`src/rtl/fifo_rd_arb.sv`:
```
// fifo_rd_arb
// Round-robin read arbiter sitting on the read side of a show-ahead FIFO.
// A winning requester receives up to BURST words per grant. After every
// burst there is exactly one IDLE cycle before the next grant is issued.
//
// Parameters:
//   DW    - data width
//   NR    - number of requesters (2..8)
//   BURST - maximum words per grant (1..15)
//
// Ports:
//   I_RD_CLK   in   1   read-domain clock
//   I_RD_RST   in   1   asynchronous active-high reset
//   I_RD_EMPTY in   1   FIFO empty flag
//   I_RD_DATA  in   DW  FIFO head word (show-ahead)
//   O_RD_EN    out  1   FIFO pop strobe (combinational)
//   I_REQ      in   NR  per-requester read request (level)
//   I_RDY      in   NR  per-requester ready (backpressure)
//   O_GNT      out  NR  one-hot grant (registered)
//   O_DATA     out  DW  delivered word (registered)
//   O_VALID    out  NR  one-hot data-valid (registered)
//   O_BUSY     out  1   high while a burst is in progress
module fifo_rd_arb #(
    parameter int DW    = 8,
    parameter int NR    = 4,
    parameter int BURST = 4
) (
    input  logic          I_RD_CLK,
    input  logic          I_RD_RST,
    input  logic          I_RD_EMPTY,
    input  logic [DW-1:0] I_RD_DATA,
    output logic          O_RD_EN,
    input  logic [NR-1:0] I_REQ,
    input  logic [NR-1:0] I_RDY,
    output logic [NR-1:0] O_GNT,
    output logic [DW-1:0] O_DATA,
    output logic [NR-1:0] O_VALID,
    output logic          O_BUSY
);

    localparam int GW = $clog2(NR);
    localparam int CW = $clog2(BURST + 1);
    localparam logic [GW-1:0] LAST_IDX = GW'(NR - 1);
    localparam logic [CW-1:0] BEAT_MAX = CW'(BURST);

    typedef enum logic {
        ST_IDLE  = 1'b0,
        ST_BURST = 1'b1
    } state_t;

    state_t        r_state;
    logic [GW-1:0] r_gidx;
    logic [CW-1:0] r_beat;
    logic [GW-1:0] r_ptr;
    logic [NR-1:0] r_gnt;
    logic [DW-1:0] r_data;
    logic [NR-1:0] r_valid;

    logic          w_win_found;
    logic [GW-1:0] w_win_idx;
    logic [GW-1:0] w_k;
    logic [NR-1:0] w_win_1h;
    logic          w_pop;
    logic [CW-1:0] w_beat_inc;
    logic [GW-1:0] w_nxt_ptr;
    logic          w_g_req;
    logic          w_g_rdy;

    // Search upward from the priority pointer, wrapping modulo NR;
    // the first requester found wins.
    always_comb begin
        w_win_found = 1'b0;
        w_win_idx   = '0;
        w_k         = '0;
        for (int unsigned i = 0; i < NR; i++) begin
            if (!w_win_found) begin
                w_k = GW'((32'(r_ptr) + i) % NR);
                if (I_REQ[w_k]) begin
                    w_win_found = 1'b1;
                    w_win_idx   = w_k;
                end
            end
        end
    end

    assign w_win_1h   = {{(NR-1){1'b0}}, 1'b1} << w_win_idx;
    assign w_g_req    = I_REQ[r_gidx];
    assign w_g_rdy    = I_RDY[r_gidx];
    assign w_beat_inc = r_beat + 1'b1;
    assign w_nxt_ptr  = (r_gidx == LAST_IDX) ? '0 : r_gidx + 1'b1;

    // Reset gating keeps the strobe low for the whole time reset is held.
    assign w_pop = (r_state == ST_BURST) && w_g_req && w_g_rdy &&
                   !I_RD_EMPTY && !I_RD_RST;

    assign O_RD_EN = w_pop;
    assign O_GNT   = r_gnt;
    assign O_DATA  = r_data;
    assign O_VALID = r_valid;
    assign O_BUSY  = (r_state == ST_BURST);

    always_ff @(posedge I_RD_CLK or posedge I_RD_RST) begin
        if (I_RD_RST) begin
            r_state <= ST_IDLE;
            r_gidx  <= '0;
            r_beat  <= '0;
            r_ptr   <= '0;
            r_gnt   <= '0;
            r_data  <= '0;
            r_valid <= '0;
        end else begin
            r_valid <= '0;
            if (r_state == ST_IDLE) begin
                r_gnt <= '0;
                if (w_win_found && !I_RD_EMPTY) begin
                    r_state <= ST_BURST;
                    r_gidx  <= w_win_idx;
                    r_gnt   <= w_win_1h;
                    r_beat  <= '0;
                end
            end else begin
                // Request drop or empty ends the burst without a pop;
                // a ready-low cycle simply stalls in place.
                if (!w_g_req || I_RD_EMPTY) begin
                    r_state <= ST_IDLE;
                    r_gnt   <= '0;
                    r_ptr   <= w_nxt_ptr;
                end else if (w_pop) begin
                    r_data  <= I_RD_DATA;
                    r_valid <= r_gnt;
                    r_beat  <= w_beat_inc;
                    if (w_beat_inc == BEAT_MAX) begin
                        r_state <= ST_IDLE;
                        r_gnt   <= '0;
                        r_ptr   <= w_nxt_ptr;
                    end
                end
            end
        end
    end

endmodule

```
`config.mk`:
```
export PLATFORM = sky130hd
export DESIGN_NAME = fifo_rd_arb
export DESIGN_NICKNAME = d
export VERILOG_FILES = /design/src/rtl/fifo_rd_arb.sv
export SDC_FILE = /design/constraint.sdc
export NUM_CORES = 1
export LEC_CHECK = 0
export ABC_AREA = 1
export CAP_MARGIN = 20
export CORE_MARGIN = 1
export CORE_UTILIZATION = 50
export CTS_CLUSTER_SIZE = 40
export DETAILED_ROUTE_END_ITERATION = 8
export DONT_BUFFER_PORTS = 1
export PLACE_DENSITY = 0.7
export SYNTH_ARGS = -nofsm -noshare
export SYNTH_HDL_FRONTEND = slang
export SYNTH_SLANG_ARGS = --single-unit
```
`constraint.sdc`:
```
create_clock -name I_RD_CLK -period 4.2 [get_ports I_RD_CLK]
set_input_delay 0.84 -clock I_RD_CLK [delete_from_list [all_inputs] [get_ports I_RD_CLK]]
set_output_delay 0.84 -clock I_RD_CLK [all_outputs]
set_load 0.005 [all_outputs]
```
Yosys cells after proc, flatten, opt, wreduce, memory -nomap -nowiden
Cells that the tools add are included.
{"block": "totals", "out_inout_bits": 18, "ff_bits": 24, "inputBits": 19}
{"block": "classes", "reduce_logical": 17, "bitwise": 2, "order_cmp": 5, "muxes": 47, "shift": 1, "add_sub_neg": 5, "n_eq_ne": 6}
{"operator": "4-bit two-way mux", "n": 8}
{"operator": "2-bit two-way mux", "n": 11}
{"operator": "1-bit two-way mux", "n": 18}
{"operator": "2-bit by 3-bit < comparator with 1-bit output (second input constant)", "n": 5}
{"operator": "1-bit binary-select mux with 2-bit select", "n": 6}
{"operator": "3-bit two-way mux", "n": 4}
{"operator": "3-bit AND reduction", "n": 3}
{"operator": "2-bit nonzero test", "n": 3}
{"operator": "1-bit logical AND", "n": 5}
{"operator": "2-bit by 1-bit adder with 2-bit output (second input constant)", "n": 2}
{"operator": "2-bit adder (second input constant)", "n": 2}
{"operator": "2-bit != test (second input constant)", "n": 2}
{"operator": "2-bit AND reduction", "n": 2}
{"operator": "1-bit by 2-bit left shift with 4-bit output (first input constant)", "n": 1}
{"operator": "3-bit by 1-bit adder with 3-bit output (second input constant)", "n": 1}
{"operator": "3-bit equality test (second input constant)", "n": 1}
{"operator": "1-bit logical NOT", "n": 3}
{"operator": "3-bit by 1-bit != test with 1-bit output (second input constant)", "n": 1}
{"operator": "3-bit by 2-bit != test with 1-bit output (second input constant)", "n": 1}
{"operator": "2-bit equality test (second input constant)", "n": 1}
{"operator": "1-bit inverter", "n": 2}
{"operator": "1-bit logical OR", "n": 1}

Logic depth before layout (Yosys ltp)
Gate-level depths: netlist of run 1.
{"block": "depth", "ltp_word": 12, "mapped_depth": 12, "depth_no_buf": 11}

Least setup slack after synthesis of run 1
Ideal clock, no wire load.
{"block": "synth_path", "path_type": "input port to output port", "startpoint": "in I_RD_RST", "endpoint": "out O_RD_EN", "path_slack_ns": 1.523, "required_time_ns": 3.360, "arrival_time_ns": 1.837, "path_stages": 4, "n_path_buf": 1, "path_cell_list": "inv_1 > nand3_4 > inv_2 > buf_6"}
{"block": "synth_via", "elab_chain_len": 2}
{"item": "from (decl)", "line_no": "29", "source": "input logic I_RD_RST,"}
{"item": "1-bit logical NOT (no line)"}
{"item": "1-bit logical AND", "line_no": "94", "source": "!I_RD_EMPTY && !I_RD_RST;"}
{"item": "to (decl)", "line_no": "32", "source": "output logic O_RD_EN,"}
No other way between the ends.

Final worst setup path of run 1
{"block": "layout_path", "startpoint": "reg r_gidx[0]", "endpoint": "out O_RD_EN"}
{"block": "layout_via", "elab_chain_len": 6}
{"item": "from (decl)", "line_no": "52", "source": "logic [GW-1:0] r_gidx;"}
{"item": "from (signal assigned)", "line_no": "117", "source": "r_gidx <= w_win_idx;"}
{"item": "1-bit binary-select mux with 2-bit select", "line_no": "87", "source": "assign w_g_req = I_REQ[r_gidx];"}
{"item": "1-bit two-way mux (not written as such)", "line_no": "87"}
{"item": "1-bit logical AND", "line_no": "93", "source": "assign w_pop = (r_state == ST_BURST) && w_g_req && w_g_rdy &&"}
{"item": "1-bit logical AND * (2 in a row)", "line_no": "93"}
{"item": "1-bit logical AND *", "line_no": "94"}
Mark *: on every way between the ends. The rest lies on a longest branch, timed or not. The select of a mux whose other input is x is not followed.

==> results.md, run 1 <==
* Highest clock rate at a little under 400 MHz
* Pre-antenna DRT Iters at 4
* DP HPWL at between 1500 and 2000 um
* Req. time, crit path at approximately 3400 ps
* Initial core utilization at 0.5402
* Final nets at 208
* Mapped Cells at 183
* Initial DRC count at 11
* P&R area growth vs syn at 3.949%
* Clock-pin slew on the worst setup and hold paths at 120 ps
* Total grt overflow at 0
* Post-CTS Setup Bufs at 0
* WL final at 2461 um
* Setup TNS at 0 ps
* Final setup viols at 0
* Crit Path Max Fanout at 16
* Placed cell area at roughly 1400 um2
* CTS H-Tree Depth at 1
* Remaining DRCs at 0
* Vias in the first global route at 988
* Die ar. at 2938 um2
* Die width at between 50 and 60 um
* Port bufs at 0
* Clk buf depth at 2
* MaxCap Viol Count at 0
* Later-pin clock latency in the skew report at 310 ps
* Final Util at 0.5615
* Critical path class: register to output port
* Layout Skew at 1.131 ps
* CP Data Arrival Time at 1710 ps
* Final Hold Violating Endpoints at 0
* YS warnings at 0
* Final GP Congestion at 0.8505
* Final worst path period share at 0.6081
* Area of the mapped netlist at 1363 um2
* Clock Sinks at 24
* FP Rows at 18
* Root Driver: clkbuf_4
* GRT Total Usage at 0.1972
* Status: completed
* Largest net degree at the start of global routing at 27
* ANT nets after route at 0
* Syn nets at 205
* Resized Gates After CTS at 0
* R2r setup slk at roughly 2500 ps
* Worst setup margin at 1646 ps
* CP Capture Type: output port
* Measured slew at the worst slew-check pin at 367.4 ps
* Post-synthesis register bit count at 24
* Fin. max-slew vios at 0
* Initial antenna violation count at 0
* Final min period at 2554 ps
* Unrepaired setup endpoints after global routing: no
* Post-Layout Inst Area at 1416 um2
* WL per Instance at 11.45 um
* Layout cell share with drive strength beyond 1 at 0.1297
* CP Launch Type: register
* Number of CTS-inserted buffers at 3
* Vias per cell at around 5
* Post-synthesis sequential area ratio at 0.4408
* Synth Area per Inst at around 7.4 um2
* Global-route wire length before repair at 4167 um
* PD cells at 678.2 nW/um2
* Core Footprint at 2522 um2
* Hold buffer count at cts at 0
* Worst slack at placement at 1660 ps
* N_diodes at 0
* Peak supply drop at about 0.00045 V
* Static Leak at 0.0008034 uW
* Hold crit path type: input pin to asynchronous set/reset pin
* Slew headroom at 0.7550
* Yosys cell types at 25
* Die height at 54.20 um
* DR vias at 1,075
* IO Count at 37
* CTS tree: yes
-- registers in the layout (all words and copies together), names as in the netlist --
register and flops:
O_GNT 4, O_BUSY 1, r_ptr 2, O_VALID 4, r_gidx 2, O_DATA 8
r_beat 3
-- cells in the mapped netlist (all sizes together) --
library cell  instances  area [um2]
dfrtp                24       600.6
o21ai                 8       43.79
nand2                78       315.3
o211ai                1       7.510
buf                   3       27.52
or2                   4       25.02
nand3                15       92.59
nand4                 2       12.51
a21oi                 1       5.000
nor2                 17       78.82
xor2                  1       8.760
ha                    3       37.54
inv                  24       92.59
o21bai                2       15.01
-- placed cells by master, fill, tap and decap left out, drive strengths merged --
cell,count
a21oi,1
buf,1
clkbuf,4
dfrtp,24
ha,3
inv,24
nand2,78
nand3,15
nand4,2
nor2,17
o211ai,1
o21ai,8
o21bai,2
or2,4
xor2,1
-- worst max-delay path, stage by stage (launching register included) --
cell,delay [ps]
dfrtp_1,530
inv_2,70
nand2_1,60
nand3_1,60
nand2_1,80
nand2_2,70
nor2_4,120
nand3_4,180
inv_2,230
-- final cells by class --
class                      instances  area [um2]
multi-input combinational        132       641.9
clock buffer                       4       36.28
inverter                          24       92.59
fill                             253        1106
sequential                        24       600.6
tap                               30       37.54
timing repair buffer               1       7.507
-- logic make-up after synthesis --
family,count (synthesis),share of synthesized area
DFF,24,0.4408
adders and majority gates,3,0.02755
AOI/OAI and AO/OA,12,0.05234
and+or+nand+nor,116,0.3848
buffers and inverters,27,0.08815
xor gates and xnor gates,1,0.006429
-- path summary, 6_finish.rpt --
check                                       from                    end  cells after the start
hold reg to reg            O_DATA[3]$_DFFE_PP0P_  O_DATA[3]$_DFFE_PP0P_                      2
hold / removal                          I_RD_RST  O_DATA[3]$_DFFE_PP0P_                      2
setup reg to reg            r_ptr[0]$_DFFE_PP0P_  r_gidx[0]$_DFFE_PP0P_                     11
max in group asynchronous               I_RD_RST       O_BUSY$_DFF_PP0_                      2
setup / recovery           r_gidx[0]$_DFFE_PP0P_                O_RD_EN                      8
min in group I_RD_CLK      O_DATA[3]$_DFFE_PP0P_  O_DATA[3]$_DFFE_PP0P_                      2
-- power breakdown --
| part | total, uW | switching (uW) | internal, uW |
|---|---|---|---|
| Clock | 119 | 66.1 | 52.9 |
| Sequential | 401 | 89.9 | 311 |
| Combinational | 441 | 288 | 153 |
| Total | 961 | 444 | 517 |
-- per-stage QoR --
stage                     hold slack [ps]  total power, uW  instances
after floorplan                     472.4            765.7        183
after global placement              498.1            830.7        211
after detailed placement            496.1            847.8        211
after CTS                           455.3            967.4        215
after global routing                472.2             1064        215
final                               453.5            960.6        215
-- metal layers --
metal  vias up  GRT usage  share of wire
met2        16     0.3089           0.47
met5         -          0              0
met4         0    0.02564         0.0041
met1       488     0.2708           0.49
met3         2    0.06215          0.036
li1        569          -              -
Power figures use the tool's default switching activity.
==> inputs of run 2 (changes only) <==
Settings changed: PLACE_DENSITY 0.7 to 0.73.
Clock period 4.2 ns to 2.3 ns, I/O delays scaled along.
==> run 2 against run 1 <==
  * Final cell count up 0.47%
  * Design area is 1.8% higher
  * Utilization is 0.99 points higher
  * Clock power grew to 2.5 times the previous value
  * Routed wire length increased by 2.1%
  * Count of clock-buffer cells in the layout fell by 1
  * Critical path type unchanged
==> results.md, run 2 (synthesized netlist as in run 1, its figures left out) <==
* Status: completed
* Final worst path period share at 0.9139
* Layout Skew at 11.98 ps (+10.85 ps)
* Setup TNS at 0 ps (unchanged)
* Final min period at 2102 ps
* Die width at 54.20 um (unchanged)
* Remaining DRCs at 0 (unchanged)
* Pre-antenna DRT Iters at 5 (+1)
* Req. time, crit path at 1840 ps (-1520 ps)
* Later-pin clock latency in the skew report at 320 ps (about the same)
* Measured slew at the worst slew-check pin at 371.9 ps (+4.469 ps)
* R2r setup slk at 580 ps (-1910 ps)
* Root Driver: clkbuf_4
* Initial core utilization at 0.5402 (unchanged)
* PD cells at 1282 nW/um2 (+89%)
* Most common cell after layout, fill and taps aside: nand2_1
* Final nets at 209 (+0.48%)
* Fin. max-slew vios at 0 (unchanged)
* N_diodes at 0 (unchanged)
* Final Hold Violating Endpoints at 0 (unchanged)
* Initial DRC count at 27 (+16)
* Reg area at 601.8 um2 (+0.21%)
* Port bufs at 0 (unchanged)
* Critical path class: register to output port
* Vias per cell at 4.954 (-0.93%)
* Met1 wire length at 1198 um (unchanged)
* Placed cell area at 1388 um2 (+0.54%)
* GRT Total Usage at 0.1907 (-0.006455)
* Global-route wire length before repair at 3974 um (-4.6%)
* Metal2 WL at 1209 um (+4.0%)
* CTS tree: yes
* Clk buf depth at 2 (unchanged)
* Post-CTS Setup Bufs at 0 (unchanged)
* Unrepaired setup endpoints after global routing: no
* Crit Path Max Fanout at 16 (unchanged)
* Final setup viols at 0 (unchanged)
* Worst slack at placement at 493.5 ps (-1166 ps)
* Vias in the first global route at 951 (-3.7%)
* IO Count at 37 (unchanged)
* WL per Instance at 11.63 um (+1.6%)
* Worst setup margin at 197.9 ps (-1448 ps)
* Highest clock rate at 475.7 MHz
* Highest metal used: met4
* Hold crit path type: input pin to asynchronous set/reset pin
* CTS H-Tree Depth at 1 (unchanged)
* CP Capture Type: output port
* Core Footprint at 2522 um2 (unchanged)
* ANT nets after route at 0 (unchanged)
* P&R area growth vs syn at 5.785%
* Die height at 54.20 um (unchanged)
* Layout cell share with drive strength beyond 1 at 0.1398 (+0.01006)
* Static Leak at 0.0008143 uW (+1.4%)
* Max reg flops at 8 (unchanged)
* Die ar. at 2938 um2 (unchanged)
* DP HPWL at 2001 um (+5.3%)
* MaxCap Viol Count at 0 (unchanged)
* Hold buffer count at cts at 0 (unchanged)
* Number of CTS-inserted buffers at 3 (unchanged)
* Initial antenna violation count at 0 (unchanged)
* Clock Sinks at 24 (unchanged)
* Fillers at 245 (-3.2%)
* Multi-input logic area at 641.9 um2 (unchanged)
* CP Launch Type: register
* DR vias at 1,070 (-0.47%)
* Total grt overflow at 0 (unchanged)
* Peak supply drop at 0.0007869 V (+73%)
* CP Data Arrival Time at 1640 ps (-70 ps)
* Clock-pin slew on the worst setup and hold paths at 140 ps (+20 ps)
* FP Rows at 18 (unchanged)
* Largest net degree at the start of global routing at 17 (-37%)
* Met3 WL post-DR at 97 um (+9.0%)
* WL final at 2513 um (+2.1%)
* Final GP Congestion at 0.8465 (-0.47%)
* Most frequent cells in the layout: 71 x nand2_1, 23 x dfrtp_1, 19 x inv_1
* Post-Layout Inst Area at 1441 um2 (+1.8%)
* Slew headroom at 0.7521 (-0.002979)
==> run 2: timing repair <==
action                                  4_1_cts  5_1_grt
endpoints found under the setup margin        0        1
gates resized for setup                       0        1
endpoints found under the hold margin         0        0
==> run 2: path summary, 6_finish.rpt <==
check | startpoint | to | cells after the start
max reg2reg | r_ptr[0]$_DFFE_PP0P_ | r_gidx[0]$_DFFE_PP0P_ | 11
min reg2reg | O_DATA[4]$_DFFE_PP0P_ | O_DATA[4]$_DFFE_PP0P_ | 2
max | r_gidx[1]$_DFFE_PP0P_ | O_RD_EN | 7
min in group I_RD_CLK | I_RD_DATA[0] | O_DATA[0]$_DFFE_PP0P_ | 2
max in group asynchronous | I_RD_RST | O_DATA[6]$_DFFE_PP0P_ | 2
min | I_RD_RST | r_gidx[1]$_DFFE_PP0P_ | 2
==> run 2: through the flow <==
| step | total power (uW) | cells | utilization | hold WS [ps] |
|---|---|---|---|---|
| after floorplan | 1398 | 183 | - | 472.4 |
| after global placement | 1518 | 212 | 0.5501 | 443.3 |
| after detailed placement | 1554 | 212 | 0.5501 | 445.2 |
| after CTS | 1861 | 216 | 0.5709 | 77.22 |
| after global routing | 2028 | 216 | 0.5714 | 84.17 |
| final | 1848 | 216 | 0.5714 | 82.80 |
==> run 2: cell type report <==
cell class	count	area share
Sequential cell	24	0.4175
Timing Repair Buffer	2	0.01042
Tap cell	30	0.02604
Multi-Input combinational cell	132	0.4453
Clock inverter	1	0.02083
Clock buffer	3	0.01563
Inverter	24	0.06424
==> run 2: worst max-delay path, stage by stage (launching register included) <==
cell     delay (ps)
dfrtp_1         450
inv_1           100
nand3_1          80
nand2_1          80
nand2_2          70
nor2_4          120
nand3_4         180
inv_2           230
==> run 2: per-layer routing <==
metal	track usage	vias to the layer above
met5	0	-
met4	0.01282	0
met3	0.06215	3
met2	0.3110	17
met1	0.2552	484
li1	-	566
==> run 2: report_power, final <==
part	internal [uW]	switching, uW
registers	570	167
clock network	176	127
logic	281	528
total	1030	821
==> inputs of run 3 (changes only) <==
--- a/config.mk
+++ b/config.mk
@@ -14,3 +14,3 @@
 export DONT_BUFFER_PORTS = 1
-export PLACE_DENSITY = 0.73
+export PLACE_DENSITY = 0.7
 export SYNTH_ARGS = -nofsm -noshare
==> constraint.sdc (replaced) <==
create_clock -name I_RD_CLK -period 2.1 [get_ports I_RD_CLK]
set_input_delay 0.315 -clock I_RD_CLK [delete_from_list [all_inputs] [get_ports I_RD_CLK]]
set_output_delay 0.315 -clock I_RD_CLK [all_outputs]
set_load 0.005 [all_outputs]
==> run 3 against run 2 <==
  * Clock power fell by 23%
  * Power up 4.5%
  * Critical endpoint unchanged
  * Critical path type unchanged
  * Clock skew shrank 7.7 ps
  * Design area decreased by 0.78%
==> results.md, run 3 (synthesized netlist as in run 1, its figures left out) <==
* Crit Path Max Fanout at 16 (unchanged)
* Most frequent cells in the layout: 71 x nand2_1, 23 x dfrtp_1, 19 x inv_1
* Die height at 54.20 um (unchanged)
* Final nets at 209 (unchanged)
* Root Driver: clkbuf_4
* Vias per cell at 5.204 (+5.0%)
* CP Capture Point: O_RD_EN
* Final min period at 1915 ps
* RR Endpoint: r_gidx[0]$_DFFE_PP0P_
* CTS tree: yes
* DP HPWL at 1991 um (-0.51%)
* Status: completed
* WL per Instance at 11.77 um (+1.2%)
* CP Launch Type: register
* IO Count at 37 (unchanged)
* Die width at 54.20 um (unchanged)
* ANT nets after route at 0 (unchanged)
* Non-filler cells, final at 216 (unchanged)
* Worst reg2reg path startpoint: r_ptr[0]$_DFFE_PP0P_
* N_diodes at 0 (unchanged)
* WL final at 2543 um (+1.2%)
* DR vias at 1,124 (+5.0%)
* GRT Total Usage at 0.2062 (+0.01550)
* Highest clock rate at 522.3 MHz
* Peak supply drop at 0.0007468 V (-5.1%)
* Number of CTS-inserted buffers at 3 (unchanged)
* Largest net degree at the start of global routing at 23 (+6)
* Final Hold Violating Endpoints at 0 (unchanged)
* Post-Layout Inst Area at 1430 um2 (-0.78%)
* Core Footprint at 2522 um2 (unchanged)
* Layout cell share with drive strength beyond 1 at 0.1344 (-0.005376)
* Layout Skew at 4.300 ps (-7.683 ps)
* Clk buf depth at 2 (unchanged)
* Pre-antenna DRT Iters at 5 (unchanged)
* Max reg flops at 8 (unchanged)
* Global-route wire length before repair at 4298 um (+8.2%)
* R2r setup slk at 330 ps (-250 ps)
* Initial DRC count at 23 (-15%)
* Tot Pwr at 1931 uW (+4.5%)
* Req. time, crit path at 1780 ps (-60 ps)
* Final worst path period share at 0.9117
* MaxCap Viol Count at 0 (unchanged)
* Unrepaired setup endpoints after global routing: no
* Critical path origin: r_gidx[0]$_DFFE_PP0P_
* P&R area growth vs syn at 4.959%
* Initial core utilization at 0.5402 (unchanged)
* CTS H-Tree Depth at 1 (unchanged)
* Die ar. at 2938 um2 (unchanged)
* Placed cell area at 1380 um2 (-0.54%)
* FP Rows at 18 (unchanged)
* Worst Hold Launch: I_RD_DATA[2]
* Hold Path Stages at 2
* Total grt overflow at 0 (unchanged)
* Initial antenna violation count at 0 (unchanged)
* Clock-pin slew on the worst setup and hold paths at 120 ps (-20 ps)
* Later-pin clock latency in the skew report at 310 ps (about the same)
* Clock Sinks at 24 (unchanged)
* CP Data Arrival Time at 1600 ps (-40 ps)
* Vias in the first global route at 1,017 (+6.9%)
* CP Capture Type: output port
* Port bufs at 0 (unchanged)
* Slew headroom at 0.7387 (-0.01337)
* Remaining DRCs at 0 (unchanged)
* Hold crit path type: input pin to register
* Final GP Congestion at 0.8250 (-2.5%)
* Static Leak at 0.0008062 uW (-0.99%)
* Measured slew at the worst slew-check pin at 392.0 ps (+20.05 ps)
* Placed Cells at 211 (-0.47%)
* PD cells at 1350 nW/um2 (+5.3%)
* Setup TNS at 0 ps (unchanged)
* Final setup viols at 0 (unchanged)
* Most common cell after layout, fill and taps aside: nand2_1
* R2R depth at 11 (unchanged)
* Critical path class: register to output port
* Fin. max-slew vios at 0 (unchanged)
-- run 3: how the worst min path moves through the flow --
stage	endpoint	slack, ps
after floorplan	O_BUSY$_DFF_PP0_	380
after global placement	O_BUSY$_DFF_PP0_	140
after detailed placement	O_BUSY$_DFF_PP0_	140
after CTS	O_DATA[5]$_DFFE_PP0P_	100
after global routing	O_DATA[2]$_DFFE_PP0P_	80
final	O_DATA[2]$_DFFE_PP0P_	110
-- run 3: layout make-up --
type | instances | area (um2)
fill | 240 | 1092
sequential | 24 | 601.8
multi-input combinational | 132 | 641.9
clock buffer | 4 | 36.28
tap | 30 | 37.54
timing repair buffer | 2 | 17.52
inverter | 24 | 95.09
-- run 3: power by group --
group	internal, uW	switching [uW]
sequential	624	181
clock	106	127
combinational	307	586
total	1040	893
-- run 3: stage by stage --
| step | util | hold slack (ps) | setup slack (ps) |
|---|---|---|---|
| 6_report | 0.5670 | 112.5 | 185.3 |
| 2_1_floorplan | - | 376.9 | 472.6 |
| 4_1_cts | 0.5655 | 102.8 | 65.94 |
| 3_3_place_gp | 0.5471 | 144.6 | 451.8 |
| 5_1_grt | 0.5670 | 84.81 | 19.99 |
| 3_5_place_dp | 0.5471 | 144.0 | 364.2 |
-- run 3: worst max-delay path, cell delays in order (launching register included) --
cell	delay, ps
dfrtp_2	460
inv_2	60
nand2_1	60
nand3_1	70
nand2_1	90
nand2_2	70
nor2_4	120
nand3_4	190
inv_4	180
-- run 3: timing repair --
item	in CTS	in global routing
endpoints found under the hold margin	2	0
buffers inserted	0	0
hold buffers	1	0
resized for setup	0	2
setup endpoints to repair	0	1
-- run 3: layer usage --
layer / up-vias / wire [um] / track usage
met5: - / 0 / 0
met4: 0 / 10 / 0.05128
met3: 2 / 129 / 0.06497
met2: 27 / 1281 / 0.3150
met1: 529 / 1121 / 0.2805
li1: 566 / - / -
==> RTL edit: new RTL, config.mk and constraints of run 1 <==
Make the reset (`I_RD_RST`) synchronous in one clocked block. Comments in the files are not updated.
--- a/src/rtl/fifo_rd_arb.sv
+++ b/src/rtl/fifo_rd_arb.sv
@@ -99,7 +99,7 @@
     assign O_VALID = r_valid;
     assign O_BUSY  = (r_state == ST_BURST);
 
-    always_ff @(posedge I_RD_CLK or posedge I_RD_RST) begin
+    always_ff @(posedge I_RD_CLK) begin
         if (I_RD_RST) begin
             r_state <= ST_IDLE;
             r_gidx  <= '0;
Check against the original RTL: differs if I_RD_RST is asserted again (counterexample within 4 cycles, from zero or initial values and one cycle with I_RD_RST high); with I_RD_RST held inactive, the same outputs for 10 cycles.
==> RTL edit against run 1 <==
Wire length grew 0.89%. Sequential share of layout area shrank 7.9 points. Cell count up 5.6%. Design area is 1.8% lower. Worst setup slack worse by 0.023 ns. Critical endpoint unchanged. Via count is 7.6% higher. Die area decreased by 1.8%. Non-clock buffer count fell by 1. Synthesized area fell by 1.8%. Sequential cell count unchanged.
Power is not compared: it rests on default switching activity, and its combinational part moved more than twofold at a synthesized area within 25%.
==> RTL edit: results (changes against run 1) <==
DRT Pass-1 Iters=4 (unchanged); Synth Area in Adders=2.81% (was 2.75%); Synth top cells by count=nand2_1 (58), dfxtp_1 (24), inv_1 (21), nor2_1 (20), nand3_1 (15) (was nand2_1 (71), dfrtp_1 (24), inv_1 (19), nor2_1 (15), nand3_1 (13)); ranking of synthesized cells by area=dfxtp_1 (36%), nand2_1 (16%), inv_1 (5.9%) (was dfrtp_1 (44%), nand2_1 (20%), inv_1 (5.2%)); crit-path max cell delay=~0.54 ns; Post-Syn Nets=220 (was 205); share of cells above drive strength 1=15.7% (was 13.0%); Worst Skew=0.00289 ns (was 0.00113 ns); clk slew on worst S/H paths=between 0.1 and 0.15 ns; Seq/Total Area, Yosys=35.9% (was 44.1%); GPL Wtd Cong=0.864 (was 0.851); Leak=about 0.64 nW; GR Util All Layers=18.9% (was 19.7%); worst hold path class=reg -> reg (was in -> async); post-synthesis mux area share=0% (unchanged); XOR/XNOR Fraction of Synth Area=0.655% (was 0.643%); worst-path fanout max=21 (was 16); worst slew pin tran=0.457 ns (was 0.367 ns); clk buf depth=2 (unchanged); Compound-Gate Fraction of Synth Area=9.35% (was 5.23%); Fillers=251 (was 253); initial antenna violation count=0 (unchanged); CP top delay family=flip-flops (was simple AND/OR/NAND/NOR gates); WL per Instance=10.9 µm (was 11.4 µm); Syn-to-layout area delta=4.02% (was 3.95%); largest net degree at the start of global routing=22 (was 27); Netlist cell types=28 (was 25); Critical Path Slowest Stage Cell=dfxtp_1 (was dfrtp_1); vias in the first global route=975 (was 988); crit path DAT=1.74 ns (was 1.71 ns); area of placed instances=1340 µm² (was 1380 µm²); drt via density=5.10 (was 5.00); Max VDD drop=around 330 µV; first-pass GRT wire length=4.06 mm (was 4.17 mm); Async SR Flop Fraction=0% (was 100%); # diodes=0 (unchanged); I/O Buffers=0 (unchanged); post-DP HPWL=1.93 mm (was 1.90 mm); predominant post-synthesis flop cell=dfxtp_1 (was dfrtp_1); status=complete, no violations (unchanged); H-tree depth=1 (unchanged); clock root cell=clkbuf_4 (unchanged); DRT iter0 DRCs=30 (was 11); post-cts resize count=0 (unchanged)
[RTL edit: stage by stage]
| stage | setup WS (ns) | total power (W) | std cells | hold slack [ns] |
|---|---|---|---|---|
| 2_1_floorplan | 1.82 | 0.000376 | 198 | 0.438 |
| 3_3_place_gp | 1.73 | 0.000390 | 223 | 0.462 |
| 3_5_place_dp | 1.69 | 0.000394 | 223 | 0.466 |
| 4_1_cts | 1.62 | 0.000560 | 227 | 0.483 |
| 5_1_grt | 1.48 | 0.000591 | 227 | 0.497 |
| 6_report | 1.62 | 0.000555 | 227 | 0.473 |
[RTL edit: per-layer routing]
| metal | routed length (µm) | vias to the layer above | global-route usage (%) | part of all wire, % |
|---|---|---|---|---|
| li1 | - | 614 | - | - |
| met1 | 1240 | 519 | 26.9 | 50 |
| met2 | 1120 | 22 | 28.6 | 45 |
| met3 | 100 | 2 | 3.67 | 4.0 |
| met5 | 0 | - | 0 | 0 |
| met4 | 15 | 0 | 5.26 | 0.60 |
[RTL edit: worst min-delay path, cell delays in order, from the launching register on]
cell,delay (ns)
dfxtp_1,0.36
inv_1,0.06
nor2_1,0.04
[RTL edit: worst paths after layout]
kind                                from                endpoint  slack, ns  cells past startpoint
hold / removal     O_GNT[3]$_SDFFE_PP0P_   O_VALID[3]$_SDFF_PP0_       0.47                      2
setup / recovery  r_gidx[0]$_SDFFE_PP0P_                 O_RD_EN       1.62                      6
hold reg to reg    O_GNT[3]$_SDFFE_PP0P_   O_VALID[3]$_SDFF_PP0_       0.47                      2
setup reg to reg  r_gidx[0]$_SDFFE_PP0P_  r_beat[2]$_SDFFE_PP0P_       2.44                      9
[RTL edit: cell type report]
class,instances,share of cell area [%]
multi-input combinational,142,51.0
sequential,24,34.5
inverter,27,8.00
tap,30,2.70
clock inverter,1,2.16
clock buffer,3,1.62
